$ cat src/rtl/lc3_offset_addr_arbiter.sv
// Time-shared LC-3 offset sign-extender/adder with round-robin arbitration between two requesters.
// Optional signed-overflow output enabled by defining LC3_ADDR_OVF_EN.
module lc3_offset_addr_arbiter #(
  parameter int DATA_W = 16
) (
  input  logic              clk,
  input  logic              rst,
  input  logic              r0_req,
  input  logic [DATA_W-1:0] r0_base,
  input  logic [10:0]       r0_off,
  input  logic [1:0]        r0_sel,
  output logic              r0_ack,
  input  logic              r1_req,
  input  logic [DATA_W-1:0] r1_base,
  input  logic [10:0]       r1_off,
  input  logic [1:0]        r1_sel,
  output logic              r1_ack,
  output logic              busy,
  output logic [DATA_W-1:0] res,
  output logic              res_valid,
  output logic              res_id
`ifdef LC3_ADDR_OVF_EN
  ,
  output logic              res_ovf
`endif
);

  localparam logic [1:0] S_IDLE = 2'd0;
  localparam logic [1:0] S_EXT  = 2'd1;
  localparam logic [1:0] S_ADD  = 2'd2;

  logic [1:0]        r_state;
  logic              r_last;
  logic [DATA_W-1:0] r_base;
  logic [10:0]       r_off;
  logic [1:0]        r_sel;
  logic              r_id;
  logic [DATA_W-1:0] r_ext;
  logic              r_ack0;
  logic              r_ack1;
  logic [DATA_W-1:0] r_res;
  logic              r_valid;
  logic              r_res_id;

  logic              w_any;
  logic              w_win;
  logic [DATA_W-1:0] w_ext;
  logic [DATA_W-1:0] w_sum;

  assign w_any = r0_req | r1_req;
  // On a tie the requester that did not win last time goes next.
  assign w_win = (r0_req & r1_req) ? ~r_last : r1_req;

  always_comb begin
    w_ext = '0;
    case (r_sel)
      2'b00:   w_ext = {{(DATA_W-5){r_off[4]}},   r_off[4:0]};
      2'b01:   w_ext = {{(DATA_W-6){r_off[5]}},   r_off[5:0]};
      2'b10:   w_ext = {{(DATA_W-9){r_off[8]}},   r_off[8:0]};
      default: w_ext = {{(DATA_W-11){r_off[10]}}, r_off[10:0]};
    endcase
  end

  assign w_sum = r_base + r_ext;

`ifdef LC3_ADDR_OVF_EN
  logic r_ovf;
  logic w_ovf;
  assign w_ovf   = (r_base[DATA_W-1] == r_ext[DATA_W-1]) &&
                   (w_sum[DATA_W-1] != r_base[DATA_W-1]);
  assign res_ovf = r_ovf;
`endif

  always_ff @(posedge clk or posedge rst) begin
    if (rst) begin
      r_state  <= S_IDLE;
      r_last   <= 1'b1;
      r_base   <= '0;
      r_off    <= '0;
      r_sel    <= '0;
      r_id     <= 1'b0;
      r_ext    <= '0;
      r_ack0   <= 1'b0;
      r_ack1   <= 1'b0;
      r_res    <= '0;
      r_valid  <= 1'b0;
      r_res_id <= 1'b0;
`ifdef LC3_ADDR_OVF_EN
      r_ovf    <= 1'b0;
`endif
    end else begin
      r_valid <= 1'b0;
`ifdef LC3_ADDR_OVF_EN
      r_ovf   <= 1'b0;
`endif
      case (r_state)
        S_IDLE: begin
          if (w_any) begin
            r_base  <= w_win ? r1_base : r0_base;
            r_off   <= w_win ? r1_off  : r0_off;
            r_sel   <= w_win ? r1_sel  : r0_sel;
            r_id    <= w_win;
            r_last  <= w_win;
            r_ack0  <= ~w_win;
            r_ack1  <= w_win;
            r_state <= S_EXT;
          end
        end
        S_EXT: begin
          r_ext   <= w_ext;
          r_ack0  <= 1'b0;
          r_ack1  <= 1'b0;
          r_state <= S_ADD;
        end
        S_ADD: begin
          r_res    <= w_sum;
          r_valid  <= 1'b1;
          r_res_id <= r_id;
`ifdef LC3_ADDR_OVF_EN
          r_ovf    <= w_ovf;
`endif
          r_state  <= S_IDLE;
        end
        default: r_state <= S_IDLE;
      endcase
    end
  end

  assign r0_ack    = r_ack0;
  assign r1_ack    = r_ack1;
  assign busy      = (r_state != S_IDLE);
  assign res       = r_res;
  assign res_valid = r_valid;
  assign res_id    = r_res_id;

endmodule

$ cat config.mk
export PLATFORM = sky130hd
export DESIGN_NAME = lc3_offset_addr_arbiter
export DESIGN_NICKNAME = d
export VERILOG_FILES = /design/src/rtl/lc3_offset_addr_arbiter.sv
export SDC_FILE = /design/constraint.sdc
export NUM_CORES = 1
export LEC_CHECK = 0
export CAP_MARGIN = 30
export CORE_MARGIN = 1
export CORE_UTILIZATION = 44
export CTS_CLUSTER_DIAMETER = 80
export DETAILED_ROUTE_END_ITERATION = 10
export PLACE_DENSITY = 0.76
export SKIP_CTS_REPAIR_TIMING = 1
export SLEW_MARGIN = 40
export SYNTH_ARGS = -nofsm -noshare
export SYNTH_HDL_FRONTEND = slang
export SYNTH_SLANG_ARGS = --single-unit
$ cat constraint.sdc
create_clock -name clk -period 2.2 [get_ports clk]
set_input_delay 0.55 -clock clk [delete_from_list [all_inputs] [get_ports clk]]
set_output_delay 0.55 -clock clk [all_outputs]
set_load 0.005 [all_outputs]
Word-level counts from Yosys, hierarchy flattened
Cells that the tools add are included.
{"block": "totals", "output_inout_bits": 21, "in_bits": 62, "reg_bits": 69}
{"block": "op_classes", "muxes": 12, "n_bitwise": 4, "eq_ne": 5, "reduce_logical": 6, "addsub": 1}
{"op": "$pmux W16 S3", "count": 1}
{"op": "$add A16 B16 Y16", "count": 1}
{"op": "$mux W16", "count": 1}
{"op": "$mux W11", "count": 1}
{"op": "$eq A2 B1 Y1 const B", "count": 2}
{"op": "$eq A2 B2 Y1 const B", "count": 2}
{"op": "$logic_not A2 Y1", "count": 2}
{"op": "$mux W1", "count": 4}
{"op": "$mux W2", "count": 2}
{"op": "$pmux W1 S2", "count": 2}
{"op": "$pmux W2 S2", "count": 1}
{"op": "$reduce_and A2 Y1", "count": 2}
{"op": "$reduce_bool A2 Y1", "count": 2}
{"op": "$ne A2 B2 Y1 const B", "count": 1}
{"op": "$not A1 Y1", "count": 2}
{"op": "$and A1 B1 Y1", "count": 1}
{"op": "$or A1 B1 Y1", "count": 1}

Logic depth before layout (Yosys ltp)
Gate-level depths: netlist of the first run.
{"block": "depth", "word_depth": 5, "mapped_depth": 7, "depth_no_buf": 7}

Worst setup path before layout of the first run
No wires, ideal clock.
{"block": "synth_timing", "path_type": "reg-to-reg", "from": "register r_base[0]", "to": "register r_res[14], in the netlist res[14]", "period_less_slack_ns": 2.167, "setup_ns": 0.120, "slack_ns": 0.033, "path_buffers": 0, "arrival_ns": 2.047, "t_required_ns": 2.080, "path_stages_with_launch": 8, "path_cell_list": "dfrtp_1 ha_1 fa_1 a21o_1 a311o_1 or3b_1 nand4_1 a31o_2"}
{"block": "synth_between", "elab_chain_len": 1}
{"element": "start: declaration", "line": "34", "text": "logic [DATA_W-1:0] r_base;"}
{"element": "start signal: assignment", "line": "99", "text": "r_base <= w_win ? r1_base : r0_base;"}
{"element": "$add A16 B16 Y16", "line": "64", "text": "assign w_sum = r_base + r_ext;"}
{"element": "end signal: assignment", "line": "116", "text": "r_res <= w_sum;"}
{"element": "end: declaration", "line": "41", "text": "logic [DATA_W-1:0] r_res;"}
Every way passes these cells.
A chain may end at the register's enable or synchronous reset.

Worst setup path in the final report of the first run
{"block": "layout_timing", "from": "register r_ext[0]", "to": "register r_res[14], in the netlist res[14]"}
{"block": "layout_between", "elab_chain_len": 1}
{"element": "start: declaration", "line": "38", "text": "logic [DATA_W-1:0] r_ext;"}
{"element": "start signal: assignment", "line": "110", "text": "r_ext <= w_ext;"}
{"element": "$add A16 B16 Y16", "line": "64"}
Every way passes these cells.

==> impl_metrics.csv, run 1 <==
group,metric,value,unit
run_status,status,"finished, final reports clean",
timing,final.setup.tns,0,ns
clock_tree,htreeDepth,3,
die,fp.dieW,88.1,um
timing,fmax,462,MHz
worst_setup_path,crit_slowest_cell,"dfrtp_1",
drt,ant_nets,0,
min_path,hp-class,"register to register",
power_and_ir_drop,p_leak,2.12,nW
timing,setup-violations-final,0,
final_layout,drive_gt1_share,13.9,%
timing,worst_pin_slew,0.679,ns
die,rows,31,
yosys,yosys_most_used_dff,"dfrtp_1",
timing,clock_skew,0.0119,ns
clock_tree,cts-root-buf,"clkbuf_8",
yosys,ys_top_cells_by_area,"dfrtp_1, a222oi_1, ha_1, nand2_1, inv_1",
worst_setup_path,worstSetupEndpointType,"register",
yosys,synth_commonest_cells,"dfrtp_1, nand2_1, inv_1",
yosys,yosysWarnings,0,
global_routing,antenna_found_initial,0,
timing,period_needed,2.16,ns
placed_design,dp_hpwl,5900,um
worst_setup_path,cp.arrival,2.40,ns
die,fp.coreArea,7210,um2
placed_design,gp_congestion,0.824,
clock_tree,cts_tree,"built",
final_layout,final_nets,504,
clock_tree,clock_sinks,64,
drt,drtIter0Drc,252,
yosys,synthCells,330,
timing,maxSlewHeadroom,54.6,%
global_routing,grt_max_degree,65,
drt,drt-total-wl,7840,um
yosys,async_reset_ff_share,100,%
power_and_ir_drop,switching_power,0.00298,W
global_routing,grt_pass1_vias,2868,
worst_setup_path,path_cells,"ha_2 > fa_2 > a21o_1 > a311o_1 > or3b_4 > nand4_1 > a31o_2",
job,drv_cap,0,
min_path,min_path_cells,2,
worst_setup_path,cp-startpoint,"r_ext[0]",
global_routing,overflow,0,
worst_setup_path,critPathLaunchType,"register",
final_layout,fin_area,4570,um2
final_layout,syn2layout_area_growth,40.4,%
yosys,synth_seq_cells,64,
power_and_ir_drop,p_total,0.00714,W
timing,finalMaxSlewViolations,0,
final_layout,fin_cells,530,
timing,finalHoldViolations,0,
power_and_ir_drop,p_sw_share,41.7,%
placed_design,port_buffers,82,
drt,drt_first_pass_iters,6,
drt,wl_per_cell,14.8,um
drt,vias_per_cell,5.51,
die,initial_core_util,45.2,%
yosys,synthesis.nets,408,
worst_setup_path,r2r-start,"r_ext[0]",
die,die-area,7750,um2
power_and_ir_drop,powerDensity,1560,nW/um2
drt,drc_errors,0,
drt,vias,2922,
timing,rsz0062_at_grt,"yes",
yosys,synth.cell_area,3260,um2
yosys,synth.most_common_cell,"dfrtp_1",
yosys,synth_edf_count,0,
worst_setup_path,crit_required,2.44,ns
yosys,avgSynthCellArea,9.87,um2
global_routing,track_usage,22.3,%
clock_tree,insertion_delay,0.36,ns
power_and_ir_drop,pwr-share-comb,56.4,%
power_and_ir_drop,cell_internal_pwr,0.00416,W
clock_tree,clk_pin_slew_worst_paths,0.08,ns
yosys,synth_top_area_share,48.4,%
power_and_ir_drop,clockPowerShare,12.9,%
worst_setup_path,reg2reg_depth,7,
worst_setup_path,slowest_delay,0.41,ns
die,num_io_pins,83,
yosys,synth_cell_type_count,43,
power_and_ir_drop,ir_drop,828,uV
yosys,synth_area_leader_cell,"dfrtp_1",
power_and_ir_drop,seq_power_share,30.7,%
final_layout,diodes,0,
clock_tree,cts_made_buffers,9,
die,die_height,88.1,um
min_path,hp-start,"r_off[0]",
timing,hold_ws,0.473,ns
placed_design,postPlaceCellArea,4340,um2
placed_design,place_inst,514,
clock_tree,clockBufferDepth,2,
yosys,synth.yosys.seq_area_share,49.2,%
worst_setup_path,crit_type,"register to register",
timing,period_share,98.4,%
worst_setup_path,crit_path_max_fanout,3,
global_routing,grt_pass1_wl,13200,um
==> worst max-delay path, delay by kind of cell (launching register included) <==
kind	cells	cell delay, ns
adders and majority gates	2	0.53
AOI/OAI and AO/OA	3	0.75
DFF	1	0.41
and+or+nand+nor	2	0.35
==> area by class of cell <==
class	instances	area [um2]
Sequential cell	64	1600
Clock inverter	7	53.8
Clock buffer	9	124
Inverter	36	135
Tap cell	99	124
Timing Repair Buffer	102	996
Fill cell	588	2640
Multi-Input combinational cell	213	1540
==> final timing paths <==
kind / slack, ns / endpoint
max: 0.04 / res[14]
min: 0.47 / r_ext[0]
max reg2reg: 0.04 / res[14]
min reg2reg: 0.47 / r_ext[0]
max in group asynchronous: 1.33 / r_last
min in group asynchronous: 0.57 / res[1]
==> layout by cell type, fill, tap and decap left out, types with 3 or more instances in the layout <==
cell	n
and2_1	3
a21oi_1	14
o21a_1	3
a222oi_1	29
and4_1	3
nand2b_1	3
clkinvlp_4	3
clkbuf_8	9
xor2_1	5
inv_6	3
dfrtp_1	63
ha_1	11
nand2_1	46
a21o_1	7
o21ai_0	17
nand4_1	3
clkdlybuf4s50_1	82
o211ai_1	6
xnor2_1	4
nor2_1	12
inv_1	34
a31oi_1	5
a31o_2	5
nor3_1	3
buf_4	18
==> sequential cells by signal, summed over array words and instances, names as in the netlist <==
signal	flops
r_state	2
res_valid	1
r0_ack	1
res_id	1
r_last	1
r1_ack	1
r_sel	2
r_ext	11
r_base	16
r_id	1
res	16
r_off	11
==> through the flow <==
| step | worst slack (ns) | utilization, % |
|---|---|---|
| 2_1_floorplan | 0.0333 | - |
| 3_3_place_gp | -0.152 | 60.1 |
| 3_5_place_dp | -0.0796 | 60.1 |
| 4_1_cts | -0.101 | 62.6 |
| 5_1_grt | -0.0170 | 63.4 |
| 6_report | 0.0354 | 63.4 |
==> power groups by stage <==
stage | combinational [W] | sequential, W | clock (W)
2_1_floorplan | 0.00257 | 0.00207 | 0
3_3_place_gp | 0.00375 | 0.00217 | 0
3_5_place_dp | 0.00388 | 0.00220 | 0
4_1_cts | 0.00390 | 0.00217 | 0.000938
5_1_grt | 0.00450 | 0.00227 | 0.000993
6_report | 0.00403 | 0.00219 | 0.000924
==> cells by family after synthesis <==
family / after synthesis / synth area share (%)
AOI/OAI and AO/OA: 103 / 23.8
xor gates and xnor gates: 9 / 2.42
adders and majority gates: 16 / 6.37
DFF: 64 / 49.2
muxes: 2 / 0.614
and+or+nand+nor: 83 / 11.5
buffers and inverters: 53 / 6.11
==> per-layer routing <==
layer	wire length, um	global-route usage, %	share of wire (%)	up-vias
met5	0	0	0	-
met4	208	10.7	2.7	0
li1	-	-	-	1417
met1	3460	30.1	44	1385
met2	3760	34.5	48	100
met3	411	4.34	5.2	20
Note: power is estimated with default switching activity, not from simulation.
==> run 2: changes to the inputs <==
- CTS_BUF_LIST: default -> sky130_fd_sc_hd__clkbuf_4 sky130_fd_sc_hd__clkbuf_8 sky130_fd_sc_hd__clkbuf_16
==> results of run 2 <==
Same layout as run 1: the final DEF is identical, and so are final timing and power.
==> run 3: changes to the inputs <==
- ABC_AREA: default -> 1
- CORE_MARGIN: 1 -> 2
- CORE_UTILIZATION: 44 -> 45
==> run 3 against run 2 <==
  * First-iteration DRC count decreased by 29%
  * Setup slack improved by 0.23 ns
  * Worst hold slack improved by 0.0044 ns
  * Maximum frequency increased by 12%
  * Combinational power decreased by 9.9%
  * Register-to-register slack improved by 0.29 ns
  * Final cell count increased by 28%
  * Via count increased by 21%
  * Total power decreased by 7.0%
  * Critical path type is now register to output pin
  * Largest cell class is now multi-input combinational cells
==> impl_metrics.csv, run 3 <==
group,metric,value,unit
worst_setup_path,path_cells,"inv_2 > nand2_2 > clkdlybuf4s50_1",
placed_design,gp_congestion,0.915,
yosys,synth_commonest_cells,"nand2_1, nand3_1, dfrtp_1",
die,fp.dieW,94.3,um
timing,setup-violations-final,0,
yosys,synthesis.nets,568,
yosys,synth_top_area_share,43.0,%
worst_setup_path,crit_required,1.65,ns
worst_setup_path,critPathLaunchType,"register",
clock_tree,cts_made_buffers,9,
die,die_height,94.3,um
min_path,hp-class,"register to register",
power_and_ir_drop,p_leak,2.41,nW
timing,maxSlewHeadroom,63.5,%
clock_tree,clockBufferDepth,2,
worst_setup_path,crit_path_max_fanout,2,
timing,period_needed,1.94,ns
placed_design,port_buffers,82,
job,drv_cap,0,
clock_tree,clk_pin_slew_worst_paths,0.07,ns
final_layout,drive_gt1_share,7.13,%
yosys,yosysWarnings,0,
global_routing,grt_pass1_vias,3554,
drt,vias_per_cell,5.21,
timing,setup_ws,0.265,ns
worst_setup_path,worstSetupEndpointType,"output pin",
worst_setup_path,crit_type,"register to output pin",
global_routing,track_usage,22.2,%
global_routing,overflow,0,
yosys,synth.cell_area,3670,um2
clock_tree,cts-root-buf,"clkbuf_8",
clock_tree,cts_tree,"built",
die,fp.coreArea,7810,um2
timing,fmax,517,MHz
global_routing,grt_pass1_wl,15700,um
die,num_io_pins,83,
die,initial_core_util,47.0,%
clock_tree,htreeDepth,3,
final_layout,fill_cells,716,
final_layout,syn2layout_area_growth,30.3,%
final_layout,final_nets,648,
yosys,synthCells,490,
global_routing,antenna_found_initial,0,
worst_setup_path,slowest_delay,0.51,ns
timing,rsz0062_at_grt,"no",
die,die-area,8890,um2
drt,vias,3528,
timing,period_share,88.0,%
timing,finalMaxSlewViolations,0,
run_status,status,"finished, final reports clean",
drt,wl_per_cell,13.0,um
yosys,ys_top_cells_by_area,"dfrtp_1, nand2_1, nand3_1, ha_1, inv_1",
worst_setup_path,crit_slowest_cell,"clkdlybuf4s50_1",
clock_tree,clock_sinks,64,
final_layout,final_common_cell,"nand2_1",
final_layout,final_cell_mix,"nand2_1, clkdlybuf4s50_1, nand3_1, dfrtp_1, inv_1",
timing,final.setup.tns,0,ns
yosys,synth_cell_type_count,27,
drt,drt_first_pass_iters,4,
final_layout,diodes,0,
yosys,synth.yosys.seq_area_share,43.7,%
power_and_ir_drop,powerDensity,1390,nW/um2
die,rows,32,
drt,ant_nets,0,
clock_tree,insertion_delay,0.35,ns
drt,drtIter0Drc,178,
yosys,synth_edf_count,0,
worst_setup_path,crit_family,"buffers and inverters",
yosys,synth_seq_cells,64,
worst_setup_path,cp.arrival,1.39,ns
yosys,synth.most_common_cell,"nand2_1",
placed_design,dp_hpwl,6720,um
yosys,avgSynthCellArea,7.49,um2
yosys,async_reset_ff_share,100,%
worst_setup_path,r2r-start,"r_base[0]",
drt,drt-total-wl,8830,um
power_and_ir_drop,ir_drop,802,uV
timing,worst_pin_slew,0.548,ns
worst_setup_path,cp-startpoint,"r_state[0]",
placed_design,pre_cts_ws,0.146,ns
worst_setup_path,cp_num_buf_inv,2,
drt,drc_errors,0,
global_routing,grt_max_degree,31,
min_path,hp-start,"res[10]",
yosys,yosys_most_used_dff,"dfrtp_1",
timing,finalHoldViolations,0,
timing,clock_skew,0.00954,ns
yosys,synth_area_leader_cell,"dfrtp_1",
## run 3: cell type report
type                    count  area, um2  share of cell area [%]
clock buffers              11        139                    2.91
multi-input cells         351       1760                    36.8
well taps                 102        128                    2.67
flip-flops and latches     64       1600                    33.5
repair buffers             92        921                    19.3
inverters                  52        195                    4.08
clock inverters             5       33.8                   0.707
## run 3: final timing paths
kind	endpoint	slack [ns]	cells after the start
max in group asynchronous	r_base[14]	1.14	3
setup / recovery	busy	0.26	3
setup reg to reg	res[14]	0.33	10
hold / removal	res[10]	0.48	2
hold reg to reg	res[10]	0.48	2
min in group asynchronous	r_off[2]	0.55	2
## run 3: per-stage QoR
stage / cells / power (W) / hold WS (ns) / instance area [um2] / utilization (%)
final: 677 / 0.00664 / 0.477 / 4780 / 61.2
after global routing: 677 / 0.00737 / 0.488 / 4780 / 61.2
after CTS: 677 / 0.00667 / 0.480 / 4780 / 61.2
after detailed placement: 661 / 0.00577 / 0.460 / 4610 / 59.0
after global placement: 661 / 0.00564 / 0.456 / 4610 / 59.0
after floorplan: 490 / 0.00465 / 0.446 / 3670 / -
## run 3: cell families after synthesis
| kind of cell | after synthesis | share of synthesized area [%] |
|---|---|---|
| and+or+nand+nor | 304 | 37.2 |
| AOI/OAI and AO/OA | 25 | 3.65 |
| xor gates and xnor gates | 6 | 1.43 |
| adders and majority gates | 16 | 5.66 |
| buffers and inverters | 75 | 8.32 |
| DFF | 64 | 43.7 |
## run 3: worst register-to-register path, stage by stage (launching register included)
cell and delay [ns]:
dfrtp_1 0.40, ha_1 0.26, fa_1 0.41, nand2_2 0.10
nand2_2 0.06, nand3_1 0.07, nand2_1 0.10, nand2_1 0.10
nand3_1 0.08, nand3_1 0.11, nand2_1 0.05
## run 3: per-layer routing
layer | wire (um) | track usage [%] | part of all wire [%]
met1 | 4000 | 28.6 | 45
met2 | 4180 | 36.7 | 47
met3 | 416 | 3.85 | 4.7
met4 | 237 | 9.54 | 2.7
met5 | 0 | 0 | 0
## run 3: power breakdown
group	switching, W	internal, W	leakage [nW]
sequential	0.000374	0.00175	0.793
clock	0.000454	0.000431	0.0861
combinational	0.00209	0.00155	1.53
